**src/rtl/mem_port_arbiter64_if.sv**
```systemverilog
// mem_port_arbiter64_if
//   Bundles the fetch port, the data port and the shared memory port that
//   mem_port_arbiter64 arbitrates between.
//   slave  : the arbiter's view (requests in, responses and mem_* out)
//   master : the environment's view (core front-ends plus memory)
//
//   fetch : i_read, i_address, flush -> i_valid, i_data, i_mem_hazard
//   data  : d_read, d_write, d_address, d_wdata, d_log2_bytes
//           -> d_valid, d_rdata, d_mem_issue_hazard, d_mem_recv_hazard
//   mem   : mem_read, mem_write, mem_address, mem_wdata, mem_log2_bytes
//           <- mem_ready, mem_valid, mem_rdata
interface mem_port_arbiter64_if #(
   parameter int DATA_WIDTH   = 64,
   parameter int ADDRESS_BITS = 32
);
   logic                    i_read;
   logic [ADDRESS_BITS-1:0] i_address;
   logic                    flush;
   logic                    i_valid;
   logic [DATA_WIDTH-1:0]   i_data;

   logic                    d_read;
   logic                    d_write;
   logic [ADDRESS_BITS-1:0] d_address;
   logic [DATA_WIDTH-1:0]   d_wdata;
   logic [2:0]              d_log2_bytes;
   logic                    d_valid;
   logic [DATA_WIDTH-1:0]   d_rdata;

   logic                    mem_read;
   logic                    mem_write;
   logic [ADDRESS_BITS-1:0] mem_address;
   logic [DATA_WIDTH-1:0]   mem_wdata;
   logic [2:0]              mem_log2_bytes;
   logic                    mem_ready;
   logic                    mem_valid;
   logic [DATA_WIDTH-1:0]   mem_rdata;

   logic                    i_mem_hazard;
   logic                    d_mem_issue_hazard;
   logic                    d_mem_recv_hazard;

   modport slave (
      input  i_read, i_address, flush,
      output i_valid, i_data,
      input  d_read, d_write, d_address, d_wdata, d_log2_bytes,
      output d_valid, d_rdata,
      output mem_read, mem_write, mem_address, mem_wdata, mem_log2_bytes,
      input  mem_ready, mem_valid, mem_rdata,
      output i_mem_hazard, d_mem_issue_hazard, d_mem_recv_hazard
   );

   modport master (
      output i_read, i_address, flush,
      input  i_valid, i_data,
      output d_read, d_write, d_address, d_wdata, d_log2_bytes,
      input  d_valid, d_rdata,
      input  mem_read, mem_write, mem_address, mem_wdata, mem_log2_bytes,
      output mem_ready, mem_valid, mem_rdata,
      input  i_mem_hazard, d_mem_issue_hazard, d_mem_recv_hazard
   );
endinterface

```
**src/rtl/mem_port_arbiter64.sv**
```systemverilog
// mem_port_arbiter64
//   Shares one single-outstanding memory port between an instruction-fetch
//   requester and a load/store requester. Data normally wins; a waiting fetch
//   is forced through after STARVE_LIMIT consecutive data grants. A flush
//   discards an in-flight fetch, whose late response is then drained silently.
//
//   Ports
//   clock : rising-edge clock
//   reset : asynchronous, active-low reset
//   bus   : mem_port_arbiter64_if.slave (fetch, data and memory signals)
//
//   state   | meaning
//   --------+-----------------------------------------------------------
//   IDLE    | no transaction outstanding, arbitrating and issuing
//   WAIT_I  | fetch accepted by memory, waiting for its response
//   WAIT_D  | load/store accepted by memory, waiting for its response
//   DRAIN_I | flushed fetch still in flight, its response is discarded
module mem_port_arbiter64 #(
   parameter int DATA_WIDTH   = 64,
   parameter int ADDRESS_BITS = 32,
   parameter int STARVE_LIMIT = 4
) (
   input logic                  clock,
   input logic                  reset,
   mem_port_arbiter64_if.slave  bus
);

   localparam logic [1:0] S_IDLE    = 2'd0;
   localparam logic [1:0] S_WAIT_I  = 2'd1;
   localparam logic [1:0] S_WAIT_D  = 2'd2;
   localparam logic [1:0] S_DRAIN_I = 2'd3;

   localparam logic [3:0] STARVE_MAX = 4'(STARVE_LIMIT);

   logic [1:0] state;
   logic [1:0] state_nxt;
   logic [3:0] starve_cnt;
   logic [3:0] starve_cnt_nxt;

   logic in_idle;
   logic data_req;
   logic fetch_first;
   logic grant_i;
   logic grant_d;
   logic issue_i;
   logic issue_d;
   logic accept_i;
   logic accept_d;
   logic resp_i;
   logic resp_d;

   logic                    mem_read_c;
   logic                    mem_write_c;
   logic [ADDRESS_BITS-1:0] mem_address_c;
   logic [DATA_WIDTH-1:0]   mem_wdata_c;
   logic [2:0]              mem_log2_bytes_c;
   logic [DATA_WIDTH-1:0]   i_data_c;
   logic [DATA_WIDTH-1:0]   d_rdata_c;

   // Arbitration. fetch_first is the IDLE priority decision; a flush only
   // suppresses the fetch issue, it does not hand the slot to data.
   always_comb begin
      in_idle     = (state == S_IDLE);
      data_req    = bus.d_read | bus.d_write;
      fetch_first = bus.i_read & ((starve_cnt == STARVE_MAX) | ~data_req);
      grant_i     = in_idle & fetch_first;
      grant_d     = in_idle & data_req & ~fetch_first;
      // Nothing reaches the memory port while reset is held.
      issue_i     = grant_i & ~bus.flush & reset;
      issue_d     = grant_d & reset;
      accept_i    = issue_i & bus.mem_ready;
      accept_d    = issue_d & bus.mem_ready;
   end

   always_comb begin
      mem_read_c       = 1'b0;
      mem_write_c      = 1'b0;
      mem_address_c    = '0;
      mem_wdata_c      = '0;
      mem_log2_bytes_c = 3'd0;
      if (issue_i) begin
         mem_read_c       = 1'b1;
         mem_address_c    = bus.i_address;
         mem_log2_bytes_c = 3'd3;
      end else if (issue_d) begin
         mem_read_c       = bus.d_read;
         mem_write_c      = bus.d_write;
         mem_address_c    = bus.d_address;
         mem_wdata_c      = bus.d_write ? bus.d_wdata : '0;
         mem_log2_bytes_c = bus.d_log2_bytes;
      end
   end

   // Responses only count in the wait states, so stray mem_valid in IDLE
   // (including a reply to a transaction cut short by reset) is ignored.
   always_comb begin
      resp_i    = (state == S_WAIT_I) & bus.mem_valid & ~bus.flush;
      resp_d    = (state == S_WAIT_D) & bus.mem_valid;
      i_data_c  = resp_i ? bus.mem_rdata : '0;
      d_rdata_c = resp_d ? bus.mem_rdata : '0;
   end

   always_comb begin
      state_nxt = state;
      case (state)
         S_IDLE: begin
            if (accept_d) begin
               state_nxt = S_WAIT_D;
            end else if (accept_i) begin
               state_nxt = S_WAIT_I;
            end
         end
         S_WAIT_I: begin
            // A flush together with the response simply drops the data.
            if (bus.mem_valid) begin
               state_nxt = S_IDLE;
            end else if (bus.flush) begin
               state_nxt = S_DRAIN_I;
            end
         end
         S_WAIT_D: begin
            if (bus.mem_valid) begin
               state_nxt = S_IDLE;
            end
         end
         S_DRAIN_I: begin
            if (bus.mem_valid) begin
               state_nxt = S_IDLE;
            end
         end
         default: state_nxt = S_IDLE;
      endcase
   end

   // Counts data grants that overtook a waiting fetch; saturating so the
   // forced fetch grant stays armed until the fetch is actually accepted.
   always_comb begin
      starve_cnt_nxt = starve_cnt;
      if (accept_d) begin
         if (bus.i_read) begin
            starve_cnt_nxt = (starve_cnt >= STARVE_MAX) ? STARVE_MAX
                                                        : starve_cnt + 4'd1;
         end else begin
            starve_cnt_nxt = 4'd0;
         end
      end else if (accept_i) begin
         starve_cnt_nxt = 4'd0;
      end
   end

   always_ff @(posedge clock or negedge reset) begin
      if (!reset) begin
         state      <= S_IDLE;
         starve_cnt <= 4'd0;
      end else begin
         state      <= state_nxt;
         starve_cnt <= starve_cnt_nxt;
      end
   end

   assign bus.mem_read       = mem_read_c;
   assign bus.mem_write      = mem_write_c;
   assign bus.mem_address    = mem_address_c;
   assign bus.mem_wdata      = mem_wdata_c;
   assign bus.mem_log2_bytes = mem_log2_bytes_c;

   assign bus.i_valid = resp_i;
   assign bus.i_data  = i_data_c;
   assign bus.d_valid = resp_d;
   assign bus.d_rdata = d_rdata_c;

   assign bus.i_mem_hazard       = bus.i_read & ~resp_i;
   assign bus.d_mem_issue_hazard = data_req & ~(grant_d & bus.mem_ready);
   assign bus.d_mem_recv_hazard  = (state == S_WAIT_D) & ~bus.mem_valid;

endmodule

```
**src/flat_wrapper.sv**
```systemverilog
// flat-port wrapper written by rule: the top's interface ports become plain ports
module mem_port_arbiter64_flat 
#(
   parameter int DATA_WIDTH   = 64,
   parameter int ADDRESS_BITS = 32,
   parameter int STARVE_LIMIT = 4
)
  (clock, reset, bus_i_read, bus_i_address, bus_flush, bus_i_valid, bus_i_data, bus_d_read, bus_d_write, bus_d_address, bus_d_wdata, bus_d_log2_bytes, bus_d_valid, bus_d_rdata, bus_mem_read, bus_mem_write, bus_mem_address, bus_mem_wdata, bus_mem_log2_bytes, bus_mem_ready, bus_mem_valid, bus_mem_rdata, bus_i_mem_hazard, bus_d_mem_issue_hazard, bus_d_mem_recv_hazard);
  mem_port_arbiter64_if #(.DATA_WIDTH(DATA_WIDTH), .ADDRESS_BITS(ADDRESS_BITS)) bus_i ();
  input logic clock;
  input logic reset;
  input wire logic [$bits(bus_i.i_read)-1:0] bus_i_read;
  input wire logic [$bits(bus_i.i_address)-1:0] bus_i_address;
  input wire logic [$bits(bus_i.flush)-1:0] bus_flush;
  output wire logic [$bits(bus_i.i_valid)-1:0] bus_i_valid;
  output wire logic [$bits(bus_i.i_data)-1:0] bus_i_data;
  input wire logic [$bits(bus_i.d_read)-1:0] bus_d_read;
  input wire logic [$bits(bus_i.d_write)-1:0] bus_d_write;
  input wire logic [$bits(bus_i.d_address)-1:0] bus_d_address;
  input wire logic [$bits(bus_i.d_wdata)-1:0] bus_d_wdata;
  input wire logic [$bits(bus_i.d_log2_bytes)-1:0] bus_d_log2_bytes;
  output wire logic [$bits(bus_i.d_valid)-1:0] bus_d_valid;
  output wire logic [$bits(bus_i.d_rdata)-1:0] bus_d_rdata;
  output wire logic [$bits(bus_i.mem_read)-1:0] bus_mem_read;
  output wire logic [$bits(bus_i.mem_write)-1:0] bus_mem_write;
  output wire logic [$bits(bus_i.mem_address)-1:0] bus_mem_address;
  output wire logic [$bits(bus_i.mem_wdata)-1:0] bus_mem_wdata;
  output wire logic [$bits(bus_i.mem_log2_bytes)-1:0] bus_mem_log2_bytes;
  input wire logic [$bits(bus_i.mem_ready)-1:0] bus_mem_ready;
  input wire logic [$bits(bus_i.mem_valid)-1:0] bus_mem_valid;
  input wire logic [$bits(bus_i.mem_rdata)-1:0] bus_mem_rdata;
  output wire logic [$bits(bus_i.i_mem_hazard)-1:0] bus_i_mem_hazard;
  output wire logic [$bits(bus_i.d_mem_issue_hazard)-1:0] bus_d_mem_issue_hazard;
  output wire logic [$bits(bus_i.d_mem_recv_hazard)-1:0] bus_d_mem_recv_hazard;
  assign bus_i.i_read = bus_i_read;
  assign bus_i.i_address = bus_i_address;
  assign bus_i.flush = bus_flush;
  assign bus_i_valid = bus_i.i_valid;
  assign bus_i_data = bus_i.i_data;
  assign bus_i.d_read = bus_d_read;
  assign bus_i.d_write = bus_d_write;
  assign bus_i.d_address = bus_d_address;
  assign bus_i.d_wdata = bus_d_wdata;
  assign bus_i.d_log2_bytes = bus_d_log2_bytes;
  assign bus_d_valid = bus_i.d_valid;
  assign bus_d_rdata = bus_i.d_rdata;
  assign bus_mem_read = bus_i.mem_read;
  assign bus_mem_write = bus_i.mem_write;
  assign bus_mem_address = bus_i.mem_address;
  assign bus_mem_wdata = bus_i.mem_wdata;
  assign bus_mem_log2_bytes = bus_i.mem_log2_bytes;
  assign bus_i.mem_ready = bus_mem_ready;
  assign bus_i.mem_valid = bus_mem_valid;
  assign bus_i.mem_rdata = bus_mem_rdata;
  assign bus_i_mem_hazard = bus_i.i_mem_hazard;
  assign bus_d_mem_issue_hazard = bus_i.d_mem_issue_hazard;
  assign bus_d_mem_recv_hazard = bus_i.d_mem_recv_hazard;
  mem_port_arbiter64 #(.DATA_WIDTH(DATA_WIDTH), .ADDRESS_BITS(ADDRESS_BITS), .STARVE_LIMIT(STARVE_LIMIT)) u_core (.clock(clock), .reset(reset), .bus(bus_i));
endmodule
```
**config.mk**
```make
export PLATFORM = sky130hd
export DESIGN_NAME = mem_port_arbiter64_flat
export DESIGN_NICKNAME = d
export VERILOG_FILES = /design/src/rtl/mem_port_arbiter64_if.sv /design/src/rtl/mem_port_arbiter64.sv /design/src/flat_wrapper.sv
export SDC_FILE = /design/constraint.sdc
export NUM_CORES = 1
export LEC_CHECK = 0
export CAP_MARGIN = 20
export CORE_AREA = 4 4 167 169
export CTS_CLUSTER_SIZE = 28
export DETAILED_ROUTE_END_ITERATION = 10
export DIE_AREA = 0 0 171 173
export GPL_TIMING_DRIVEN = 0
export HOLD_SLACK_MARGIN = 0.06
export MAX_ROUTING_LAYER = met4
export SETUP_SLACK_MARGIN = 0.3
export SYNTH_ARGS = -nofsm -noshare
export SYNTH_HDL_FRONTEND = slang
export SYNTH_SLANG_ARGS = --single-unit
export TNS_END_PERCENT = 100
```
**constraint.sdc**
```tcl
create_clock -name clock -period 2.5 [get_ports clock]
set_input_delay 0.75 -clock clock [delete_from_list [all_inputs] [get_ports clock]]
set_output_delay 0.75 -clock clock [all_outputs]
set_load 0.05 [all_outputs]
```
==> impl_metrics.py, run 1 <==
metrics = {
    "global_route": {
        "grt-ovfl-total": 0,
        "antenna_found_initial": 1,
        "grt_pass1_wl_mm": 26.1,
        "grt_usage": 0.117,
        "grt_max_degree": 11,
        "grt_pass1_vias": 4227,
    },
    "drt": {
        "dr.pass1.iters": 4,
        "drc": 0,
        "totalWireLength_mm": 19.5,
        "num_vias": 4105,
        "drtIter0Drc": 93,
        "antenna_left": 0,
        "routed_via_density": 3.59,
        "avgRoutedWirePerCell_um": 17.0,
    },
    "clock_tree": {
        "clock_path_buffers": 2,
        "tritoncts": "done",
        "htreeDepth": 1,
        "ctsRootBufferMaster": "clkbuf_16",
        "path_clk_slew_ns": 0.03,
        "cts_sinks": 6,
        "cts-buffers-inserted": 3,
        "clock_latency_ns": 0.23,
        "ctsHoldBuffers": 0,
    },
    "synthesis": {
        "synth_area_sq_um": 2050,
        "syn_nets": 502,
        "yosysTopAreaCellShare": 0.591,
        "synth_common_cells": "194 x and2_1, 33 x a22o_1, 15 x clkbuf_1",
        "syn_avg_cell_area_sq_um": 6.91,
        "yosys-top-cells-area": "and2_1 59%, a22o_1 14%, dfrtp_1 7.3%",
        "yosys_warnings": 0,
        "synth_edf_count": 0,
        "ys_seq_area_frac": 0.0731,
        "syn_inst": 297,
        "synth.distinct_cells": 29,
        "ys_seq_elements": 6,
        "synth.most_common_cell": "and2_1",
        "synthFlopType": "dfrtp_1",
        "yosysTopAreaCell": "and2_1",
        "synth_async_sr_flop_share": 1.00,
    },
    "flow_run": {
        "max_cap_viol_count": 0,
    },
    "timing": {
        "setup_slack_ns": -0.387,
        "rsz0062_at_grt": "true",
        "clock.fmax_ghz": 0.346,
        "fin_crit_ns": 2.89,
        "hold_viol": 0,
        "maxSlewHeadroom": 0.726,
        "tightest_slew_ns": 0.407,
        "fin_hold_ws_ns": 0.515,
        "fin_crit_sh": 1.15,
        "skew_ns": 0.00216,
        "setup_viol": 171,
        "maxSlewViolCount": 0,
    },
    "min_path": {
        "min_path_type": "input pin to async pin",
    },
    "power_and_ir_drop": {
        "peakVddDrop_uv": 191,
        "power_density_nw_per_um2": 259,
        "p_leak_nw": 4.71,
    },
    "floorplan": {
        "initial_utilization": 0.0773,
        "die_area_sq_um": 29600,
        "ios": 437,
        "die_x_um": 171,
        "core_area_sq_um": 26600,
        "die_h_um": 173,
        "fp-row-count": 60,
    },
    "worst_setup_path": {
        "reg2reg_from": "u_core.state[1]",
        "crit_chain": "buf_12 -> or3b_4 -> nor3b_4 -> buf_6 -> buf_6 -> buf_6 -> buf_12 -> a22o_4 -> buf_8",
        "crit_slowest_cell": "or3b_4",
        "slowest_delay_ns": 0.39,
        "required_ns": 1.75,
        "cp-end-kind": "output port",
        "cp.arrival_ns": 2.14,
        "rrSetupSlack_ns": 0.44,
        "crit_type": "input pin to output port",
        "crit_top_cell": "buf_6",
        "rr_endpoint": "u_core.state[1]",
        "rr_worst_depth": 11,
        "start_kind": "input pin",
        "critPathMaxFanout": 5,
    },
    "place": {
        "dp_cells": 1074,
        "gp_congestion": 0.840,
        "io_buffers": 436,
        "dpl.hpwl_mm": 14.8,
    },
    "cells_and_area": {
        "stdcell_count": 1145,
        "drive_above_1_share": 0.726,
        "nets": 1010,
        "areaGrowthSynthToFinish_pct": 408,
    },
    "run_status": {
        "status": "finished, violations left",
        "violations": "setup timing",
    },
}
## routing by layer
layer  up-vias  track usage  wire length, um
met5         -            -                0
met1      1913        0.131             7470
li1       2008            -                -
met3         8       0.0274             1170
met4         0       0.0119              120
met2       176        0.215            10700
## placed cells by master (no fill, tap or decap), types with 2 or more instances in the layout
cell             Yosys  layout
a22o_4               0      32
dfrtp_2              0       2
buf_16               0       7
buf_6                3      31
inv_2                0       2
and3_4               0       2
clkbuf_16            0      19
buf_8                0     235
buf_4                1      19
dlymetal6s2s_1       0       6
buf_12               0      25
nor3b_4              0       3
nor4_1               2       2
nor2_1               3       2
and2_4               0     193
clkdlybuf4s15_1      0       2
a21o_4               0       3
clkdlybuf4s50_1      0     190
dfrtp_1              6       4
## state kept, by name (all words and copies together) (netlist names)
| signal | cells |
|---|---|
| u_core.starve_cnt | 4 |
| u_core.state | 2 |
## what timing repair did
action                                   CTS  global route
cloned                                     8            16
setup buffers                             22            21
resized for setup                       1602           459
endpoints found under the setup margin   240           235
pin swaps                                  8            30
## worst max path at each step
stage / endpoint / start / cells past startpoint
global route: bus_mem_address[23] / bus_d_write / 7
floorplan: bus_mem_log2_bytes[2] / reset / 5
detailed placement: bus_mem_address[28] / reset / 7
global placement: bus_mem_address[28] / reset / 7
finish: bus_mem_address[17] / reset / 9
CTS: bus_mem_address[19] / reset / 9
## power by group
part / leakage [nW] / switching (mW) / total (mW) / internal, mW
Sequential: 0.0774 / 0.0195 / 0.134 / 0.114
Combinational: 4.59 / 1.07 / 2.31 / 1.24
Clock: 0.0370 / 0.0507 / 0.256 / 0.205
Total: 4.71 / 1.14 / 2.70 / 1.56
## per-stage QoR
| stage | area [sq um] | utilization | total power, mW | setup slack (ns) | setup TNS [ns] |
|---|---|---|---|---|---|
| floorplan | 3030 | - | 1.16 | -0.134 | -3.55 |
| global placement | 7830 | 0.294 | 1.89 | -1.82 | -343.92 |
| detailed placement | 7830 | 0.294 | 1.89 | -1.82 | -342.69 |
| CTS | 8910 | 0.335 | 2.38 | -0.418 | -49.83 |
| global route | 10400 | 0.392 | 2.81 | -0.449 | -48.46 |
| finish | 10400 | 0.392 | 2.70 | -0.387 | -37.63 |
## cells by family (layout without fill, tap and decap cells)
family / Yosys count / in the layout / synth area share
flops: 6 / 6 / 0.0731
buf+inv: 33 / 539 / 0.0792
mux: 1 / 1 / 0.00548
other cells: 0 / 1 / 0
fa+ha+maj: 2 / 2 / 0.0122
simple gates: 211 / 211 / 0.650
compound gates: 44 / 44 / 0.180
## worst max-delay path, delay by kind of cell
family	cells	cell delay [ns]
AND/OR/NAND/NOR	2	0.60
AO/OA/AOI/OAI	1	0.12
buffers and inverters	6	0.65
## cell type report
type	count	area [sq um]
Buffer	29	498
Timing Repair Buffer	503	6620
Antenna cell	1	2.50
Sequential cell	6	153
Tap cell	341	427
Multi-Input combinational cell	258	2630
Fill cell	2545	16200
Inverter	4	27.5
Clock buffer	3	75.1
(Power assumes the default switching activity.)
==> run 2: changes to the inputs <==
==> constraint.sdc (replaced) <==
create_clock -name clock -period 2.5 [get_ports clock]
set_input_delay 0.75 -clock clock [delete_from_list [all_inputs] [get_ports clock]]
set_output_delay 0.75 -clock clock [all_outputs]
set_load 0.005 [all_outputs]
==> run 2 against run 1 <==
Compared with the run above: the run still ends with setup timing left; non-clock buffer count up 70; clock skew down 0.0011 ns; sequential cell count unchanged; global-route usage up 0.15 points; critical endpoint is now bus_mem_address[15].
==> impl_metrics.py, run 2 (synthesis gave the netlist of run 1 again) <==
metrics = {
    "run_status": {
        "status": "finished, violations left",
        "violations": "setup timing",
    },
    "timing": {
        "rsz0062_at_grt": "true",
        "fin_crit_sh": 1.17,
        "hold_viol": 0,
        "tightest_slew_ns": 0.442,
        "skew_ns": 0.00103,
        "fin_crit_ns": 2.92,
        "clock.fmax_ghz": 0.343,
        "maxSlewHeadroom": 0.702,
        "setup_slack_ns": -0.417,
        "setup_viol": 210,
        "maxSlewViolCount": 0,
    },
    "clock_tree": {
        "ctsRootBufferMaster": "clkbuf_16",
        "clock_latency_ns": 0.23,
        "tritoncts": "done",
        "path_clk_slew_ns": 0.03,
        "htreeDepth": 1,
        "clock_path_buffers": 2,
        "ctsHoldBuffers": 0,
        "cts_sinks": 6,
        "cts-buffers-inserted": 3,
    },
    "drt": {
        "avgRoutedWirePerCell_um": 16.3,
        "drc": 0,
        "routed_via_density": 3.72,
        "totalWireLength_mm": 19.8,
        "antenna_left": 0,
        "drtIter0Drc": 131,
        "num_vias": 4516,
        "dr.pass1.iters": 4,
    },
    "cells_and_area": {
        "reg.largest.list": "u_core.starve_cnt: 4 flops, u_core.state: 2 flops",
        "largest_register": "u_core.starve_cnt",
        "drive_above_1_share": 0.698,
        "largest_reg_flops": 4,
        "final_common_cell": "buf_6",
        "areaGrowthSynthToFinish_pct": 358,
        "n_fill_cell": 2624,
        "layout_common_cells": "295 x buf_6, 195 x clkdlybuf4s50_1, 187 x and2_4",
        "nets": 1080,
    },
    "worst_setup_path": {
        "cp-end-kind": "output port",
        "crit_type": "input pin to output port",
        "required_ns": 1.75,
        "cp.arrival_ns": 2.17,
        "critPathMaxFanout": 5,
        "start_kind": "input pin",
    },
    "floorplan": {
        "fp-row-count": 60,
        "die_area_sq_um": 29600,
        "die_h_um": 173,
        "initial_utilization": 0.0773,
        "core_area_sq_um": 26600,
        "die_x_um": 171,
        "ios": 437,
    },
    "global_route": {
        "grt_max_degree": 11,
        "grt_pass1_wl_mm": 27.3,
        "antenna_found_initial": 1,
        "grt_pass1_vias": 4871,
        "grt-ovfl-total": 0,
        "grt_usage": 0.118,
    },
    "place": {
        "io_buffers": 436,
        "dpl.hpwl_mm": 14.0,
        "dp_slack_ns": -1.42,
        "gp_congestion": 0.776,
    },
    "power_and_ir_drop": {
        "power_density_nw_per_um2": 208,
        "total_power_mw": 1.95,
        "p_leak_nw": 4.51,
        "peakVddDrop_uv": 184,
    },
    "flow_run": {
        "max_cap_viol_count": 0,
    },
    "min_path": {
        "min_path_type": "input pin to async pin",
    },
}
[run 2: layer usage]
layer,vias to the layer above,GRT usage,part of all wire
li1,2131,-,-
met1,2092,0.121,0.35
met2,268,0.228,0.55
met3,25,0.0229,0.085
met4,0,0.0271,0.020
met5,-,-,0
[run 2: cell type report]
| type | instances | area, sq um | share of cell area |
|---|---|---|---|
| Antenna cell | 1 | 2.50 | 0.000266 |
| Buffer | 29 | 453 | 0.0481 |
| Clock buffer | 3 | 75.1 | 0.00798 |
| Inverter | 4 | 15.0 | 0.00160 |
| Multi-Input combinational cell | 258 | 2270 | 0.241 |
| Sequential cell | 6 | 151 | 0.0161 |
| Tap cell | 341 | 427 | 0.0453 |
| Timing Repair Buffer | 573 | 6010 | 0.639 |
[run 2: path summary, 6_finish.rpt]
path / from / cells past startpoint / slack, ns / end
worst min-delay path: reset / 3 / 0.50 / u_core.starve_cnt[3]
worst max-delay path: reset / 9 / -0.42 / bus_mem_address[15]
min in group clock: u_core.starve_cnt[3] / 1 / 0.55 / u_core.starve_cnt[3]
worst max register to register: u_core.state[1] / 5 / 0.70 / u_core.starve_cnt[0]
worst min register to register: u_core.starve_cnt[3] / 1 / 0.55 / u_core.starve_cnt[3]
max in group asynchronous: reset / 3 / 1.88 / u_core.state[0]
[run 2: timing repair]
action | in CTS | in global routing
gates resized for setup | 1347 | 211
endpoints found under the setup margin | 240 | 234
pin swaps | 146 | 40
cloned | 19 | 0
setup buffers | 100 | 18
[run 2: metrics by stage]
step / area, sq um / utilization / setup TNS, ns / std cells / hold WS [ns]
global placement: 6910 / 0.260 / -263.61 / 1074 / 0.526
global route: 9410 / 0.354 / -47.93 / 1215 / 0.505
floorplan: 2110 / - / 0 / 297 / 0.454
CTS: 8430 / 0.317 / -34.22 / 1196 / 0.412
finish: 9410 / 0.354 / -37.00 / 1215 / 0.496
detailed placement: 6910 / 0.260 / -266.27 / 1074 / 0.538
[run 2: report_power, final]
group          total (mW)  internal [mW]  switching [mW]
logic                1.56           1.09           0.474
clock network       0.262          0.205          0.0561
registers           0.132          0.114          0.0188
total                1.95           1.41           0.548
[run 2: critical path: stages]
cell and delay [ns]:
buf_12 0.08, or3b_4 0.40, nor3b_4 0.21, buf_6 0.17, buf_6 0.11, buf_6 0.08
buf_6 0.10, a22o_1 0.15, buf_2 0.13
==> run 3: changes to the inputs <==
--- a/config.mk
+++ b/config.mk
@@ -14,6 +14,7 @@
 export HOLD_SLACK_MARGIN = 0.06
 export MAX_ROUTING_LAYER = met4
 export SETUP_SLACK_MARGIN = 0.3
+export SLEW_MARGIN = 20
 export SYNTH_ARGS = -nofsm -noshare
 export SYNTH_HDL_FRONTEND = slang
 export SYNTH_SLANG_ARGS = --single-unit
==> results of run 3 <==
No change in the layout: final DEF, timing and power equal those of run 2.
